## src/rtl/instruction_fetch.sv

```systemverilog
// instruction_fetch: byte-PC instruction fetch with valid/ready output, redirects and an ack watchdog.
// Define FETCH_ALIGN_CHECK_EN to trap misaligned redirect targets (oMISALIGN + STALL) instead of forcing alignment.
module instruction_fetch #(
  parameter logic [7:0] RESET_PC = 8'h00,
  parameter int         TIMEOUT  = 16
) (
  input  logic        iCLK,
  input  logic        iRST,
  output logic        oMEM_REQ,
  output logic [7:0]  oMEM_ADDR,
  input  logic        iMEM_ACK,
  input  logic [31:0] iMEM_RDATA,
  output logic [31:0] oIR,
  output logic [7:0]  oPC,
  output logic        oVALID,
  input  logic        iREADY,
  input  logic        iBR_TAKEN,
  input  logic [7:0]  iBR_TARGET,
  output logic        oMISALIGN,
  output logic        oFAULT
);
`ifdef FETCH_ALIGN_CHECK_EN
  localparam bit ALIGN_CHK = 1'b1;
`else
  localparam bit ALIGN_CHK = 1'b0;
`endif
  localparam logic [7:0] TO = 8'(TIMEOUT);
  typedef enum logic [1:0] {IDLE, REQ, HOLD, STALL} state_t;
  state_t      state_q, state_d;
  logic [7:0]  pc_q, pc_d, opc_q, opc_d, cnt_q, cnt_d, tgt;
  logic [31:0] ir_q, ir_d;
  logic        valid_q, valid_d, fault_q, fault_d, mis_q, mis_d, redir, bad_tgt;
  // Without the check the low target bits are dropped, so a bad target can never trap.
  assign tgt     = ALIGN_CHK ? iBR_TARGET : {iBR_TARGET[7:2], 2'b00};
  assign bad_tgt = ALIGN_CHK && (iBR_TARGET[1:0] != 2'b00);
  assign redir   = iBR_TAKEN && (state_q != IDLE);
  always_ff @(posedge iCLK) begin
    if (iRST) begin
      state_q <= IDLE;
      pc_q    <= RESET_PC;
      opc_q   <= RESET_PC;
      ir_q    <= '0;
      cnt_q   <= '0;
      valid_q <= 1'b0;
      fault_q <= 1'b0;
      mis_q   <= 1'b0;
    end else begin
      state_q <= state_d;
      pc_q    <= pc_d;
      opc_q   <= opc_d;
      ir_q    <= ir_d;
      cnt_q   <= cnt_d;
      valid_q <= valid_d;
      fault_q <= fault_d;
      mis_q   <= mis_d;
    end
  end
  // Redirect outranks ack and ready; a same-cycle ack is simply dropped.
  always_comb begin
    state_d = state_q;
    pc_d    = pc_q;
    opc_d   = opc_q;
    ir_d    = ir_q;
    cnt_d   = cnt_q;
    valid_d = valid_q;
    fault_d = fault_q;
    mis_d   = mis_q;
    if (redir) begin
      pc_d    = tgt;
      valid_d = 1'b0;
      cnt_d   = '0;
      mis_d   = mis_q | bad_tgt;
      state_d = bad_tgt ? STALL : REQ;
    end else if (state_q == IDLE) begin
      state_d = REQ;
    end else if (state_q == REQ && iMEM_ACK) begin
      ir_d    = iMEM_RDATA;
      opc_d   = pc_q;
      valid_d = 1'b1;
      cnt_d   = '0;
      state_d = HOLD;
    end else if (state_q == REQ) begin
      cnt_d   = cnt_q + 8'd1;
      state_d = (cnt_d == TO) ? STALL : REQ;
      fault_d = fault_q | (cnt_d == TO);
    end else if (state_q == HOLD && iREADY) begin
      valid_d = 1'b0;
      pc_d    = pc_q + 8'd4;
      state_d = REQ;
    end
  end
  always_comb begin
    oMEM_REQ  = state_q == REQ;
    oMEM_ADDR = pc_q;
    oIR       = ir_q;
    oPC       = opc_q;
    oVALID    = valid_q;
    oFAULT    = fault_q;
    oMISALIGN = mis_q;
  end
endmodule

```

## config.mk

```make
export PLATFORM = sky130hd
export DESIGN_NAME = instruction_fetch
export DESIGN_NICKNAME = d
export VERILOG_FILES = /design/src/rtl/instruction_fetch.sv
export SDC_FILE = /design/constraint.sdc
export NUM_CORES = 1
export LEC_CHECK = 0
export ABC_CLOCK_PERIOD_IN_PS = 2000
export CAP_MARGIN = 10
export CORE_MARGIN = 2
export CORE_UTILIZATION = 35
export DETAILED_ROUTE_END_ITERATION = 8
export GPL_TIMING_DRIVEN = 0
export PLACE_DENSITY_LB_ADDON = 0.25
export SLEW_MARGIN = 20
export SYNTH_ARGS = -nofsm -noshare
export SYNTH_HDL_FRONTEND = slang
export SYNTH_SLANG_ARGS = --single-unit
```

## constraint.sdc

```tcl
create_clock -name iCLK -period 2 [get_ports iCLK]
set_input_delay 0.4 -clock iCLK [delete_from_list [all_inputs] [get_ports iCLK]]
set_output_delay 0.4 -clock iCLK [all_outputs]
set_load 0.005 [all_outputs]
```

==> results by group <==
Job
  – Max_cap viols: 0

Timing
  – Worst slew pin tran: ~0.56 ns
  – Fmax: 521.9 MHz
  – Setup Skew: between 0.004 and 0.005 ns
  – Final hold vios: 0
  – Final Setup Violations: 0
  – RSZ-0062 raised after global routing: false
  – WHS: roughly 0.46 ns
  – Min cycle time layout: roughly 1.9 ns
  – Final Max Slew Viols: 0
  – Final worst-path cycle share: 95.80%
  – Max transition margin: a little over three fifths

Die
  – Chip width: 86.70 um
  – FP Rows: 30
  – Starting density of the core: between 30% and 40%
  – Die ar.: 7516 um2
  – Die Ht: between 80 and 90 um
  – Boundary Pins: 97
  – Core area: ~6700 um2

Cells and area
  – Commonest cells after routing, fill and taps aside: clkdlybuf4s50_1, nand2_1, dfxtp_1, a21oi_1, nor2_1
  – Most common cell after layout, fill and taps aside: clkdlybuf4s50_1
  – Layout cells sized above 1: under 10%
  – Antenna diode count: 0
  – Final net count: between 400 and 500
  – Layout area overhead: 46.16%
  – Final core occ: a little over half

Synthesis
  – Synthesized instance count: 303
  – Synth Cell Area: 2394 um2
  – Ys Warns: 0
  – #FFs+latches synth: 56
  – Synth top area share: between 40% and 50%
  – Avg Inst Size Synth: a little under 8 um2
  – Dominant synthesized flop cell: dfxtp_1
  – Async SR Flop Fraction: 0%
  – Top cells by area, synth: dfxtp_1, nand2_1, a21oi_1
  – EDFF count, synth: 0
  – Synth area leader: dfxtp_1
  – Sequential share of the synthesized area: between 40% and 50%
  – Number of distinct library cells after synthesis: 43

Setup path
  – CP required: roughly 1.6 ns
  – Critical Path Slowest Stage Cell: clkdlybuf4s50_1
  – Crit-path max cell delay: 0.51 ns
  – Critical path fanouts, max: 10
  – Worst Setup End Kind: output pin
  – Worst path cell trace: buf_2, nand2b_4, inv_4, clkdlybuf4s50_1
  – CP delay by family, top: buffers and inverters
  – Buf+Inv Stages, Crit Path: 3
  – Critical path class: reg2out
  – Worst Setup Start Kind: flip-flop
  – Crit path DAT: 1.52 ns

Detailed routing
  – Routed Wire Length: between 5 and 6 mm
  – Vias per cell: roughly 4.8
  – Routed wire length per instance: approximately 12 um
  – Number of remaining DRC errors: 0
  – Routed vias: between 2,000 and 2,500
  – Initial DRC count: 62
  – Detail Route Antenna Nets: 0
  – DRT Pass-1 Iters: 4

Global route
  – All-Layer GR Usage: about 16%
  – Initial antenna violation count: 0
  – Largest net degree at the start of global routing: 17
  – Gr ovfl total: 0
  – Number of global-route vias before repair: 2,241
  – First-pass GRT wire length: ~10 mm

Place
  – Gpl congestion: 0.7954
  – Hpwl dp: 4.452 mm
  – Port buffer count: between 80 and 90

Power
  – Cell Int Power: about 0.0016 W
  – Total Power: around 0.0021 W
  – Share of total power in sequential cells: between 50% and 60%
  – Combinational share of power: approximately 16%
  – Leakage: roughly 1.3 nW
  – Pwr dens: between 600 and 700 nW/um2
  – Sw power: about 0.00051 W
  – Switch share: between 20% and 30%
  – Clock power share: roughly 28%
  – Maximum VDD drop: ~0.00038 V

Worst hold path
  – Hold Crit Class: reg2reg

Clocking
  – TritonCTS clock tree: built
  – Clock buffer depth: 2
  – H-tree levels: 2
  – Skew-Pair Late Insertion Delay: 0.30 ns
  – Total CTS buffers: 5
  – Clock slew seen by the registers of the worst setup and hold paths: roughly 0.09 ns
  – Post-CTS Hold Buffers: 0
  – CTS Root Cell: clkbuf_8
  – Clk sinks: 56

Run status
  – Status: finished clean
[power groups by stage]
stage	Sequential, W	Combinational, W	Clock (W)
detailed placement	0.00120	0.000332	0
CTS	0.00118	0.000338	0.000626
global route	0.00118	0.000373	0.000657
finish	0.00118	0.000335	0.000592
global placement	0.00120	0.000329	0
floorplan	0.00120	0.000141	0
[logic make-up (layout without fill, tap and decap cells)]
| kind of cell | count (synthesis) | count (layout) | share of synthesized area [%] |
|---|---|---|---|
| mux | 1 | 1 | 0.4182 |
| compound gates | 83 | 83 | 19.66 |
| buf+inv | 26 | 123 | 5.854 |
| flops | 56 | 56 | 46.84 |
| xor+xnor | 3 | 3 | 1.098 |
| fa+ha+maj | 3 | 3 | 1.568 |
| other cells | 1 | 5 | 0.1567 |
| simple gates | 130 | 130 | 24.41 |
[sequential cells by signal, summed over array words and instances, names as in the netlist]
name       cells
state_q        2
oIR           32
oFAULT         1
cnt_q          8
oPC            6
oMEM_ADDR      6
oVALID         1
[worst min-delay path, delay by kind of cell (launching register included)]
kind               cells  cell delay, ns
DFF                    1            0.32
and+or+nand+nor        1            0.05
AOI/OAI and AO/OA      1            0.05
[layout make-up]
| class | instances | area [um2] |
|---|---|---|
| multi-input cells | 225 | 1155 |
| well taps | 80 | 100.1 |
| plain buffers | 24 | 132.6 |
| clock buffers | 7 | 76.32 |
| flip-flops and latches | 56 | 1121 |
| inverters | 1 | 6.256 |
| repair buffers | 90 | 898.4 |
| clock inverters | 1 | 8.758 |
| fillers | 670 | 3221 |
[stage by stage]
step,std cells,worst slack (ns),TNS [ns],instance area (um2)
after floorplan,307,0.4332,0,2409
after global placement,476,-0.2884,-1.624,3400
after detailed placement,476,-0.3048,-1.762,3400
after CTS,484,0.02463,0,3495
after global routing,484,0.01271,0,3498
final,484,0.08403,0,3498
[final timing paths]
path / end / from / slack [ns] / depth (start not counted)
max: oMEM_REQ / state_q[1] / 0.08 / 4
min: oIR[20] / oIR[20] / 0.46 / 2
max reg2reg: oIR[23] / state_q[1] / 0.27 / 8
min reg2reg: oIR[20] / oIR[20] / 0.46 / 2
[synthesized netlist by cell type, types with 2 or more instances]
cell type and count:
and3_1 2, nand3_1 3, nor3_1 3, a22oi_1 3
o21ai_0 10, a31oi_1 3, dfxtp_1 56, xor2_1 2
nand2b_1 3, clkbuf_1 10, buf_2 7, o21ai_1 4
nor2b_1 2, nand3b_1 3, nor2_1 17, nand2_1 79
nand4_1 2, ha_1 3, nor3b_1 4, a21oi_1 54
buf_4 7, and2_1 5
[layer usage]
metal  vias up  track usage (%)  routed length [um]
met5         -                0                   0
met4         0            4.261                  61
met3         6            3.810                 356
met2        72            28.11                2845
met1      1049            20.29                2728
li1       1218                -                   -
[what timing repair did]
item | CTS | global route
endpoints found under the setup margin | 1 | 2
buffers inserted | 0 | 1
pin swaps | 0 | 0
gates resized for setup | 3 | 0
Note: power is estimated with default switching activity, not from simulation.
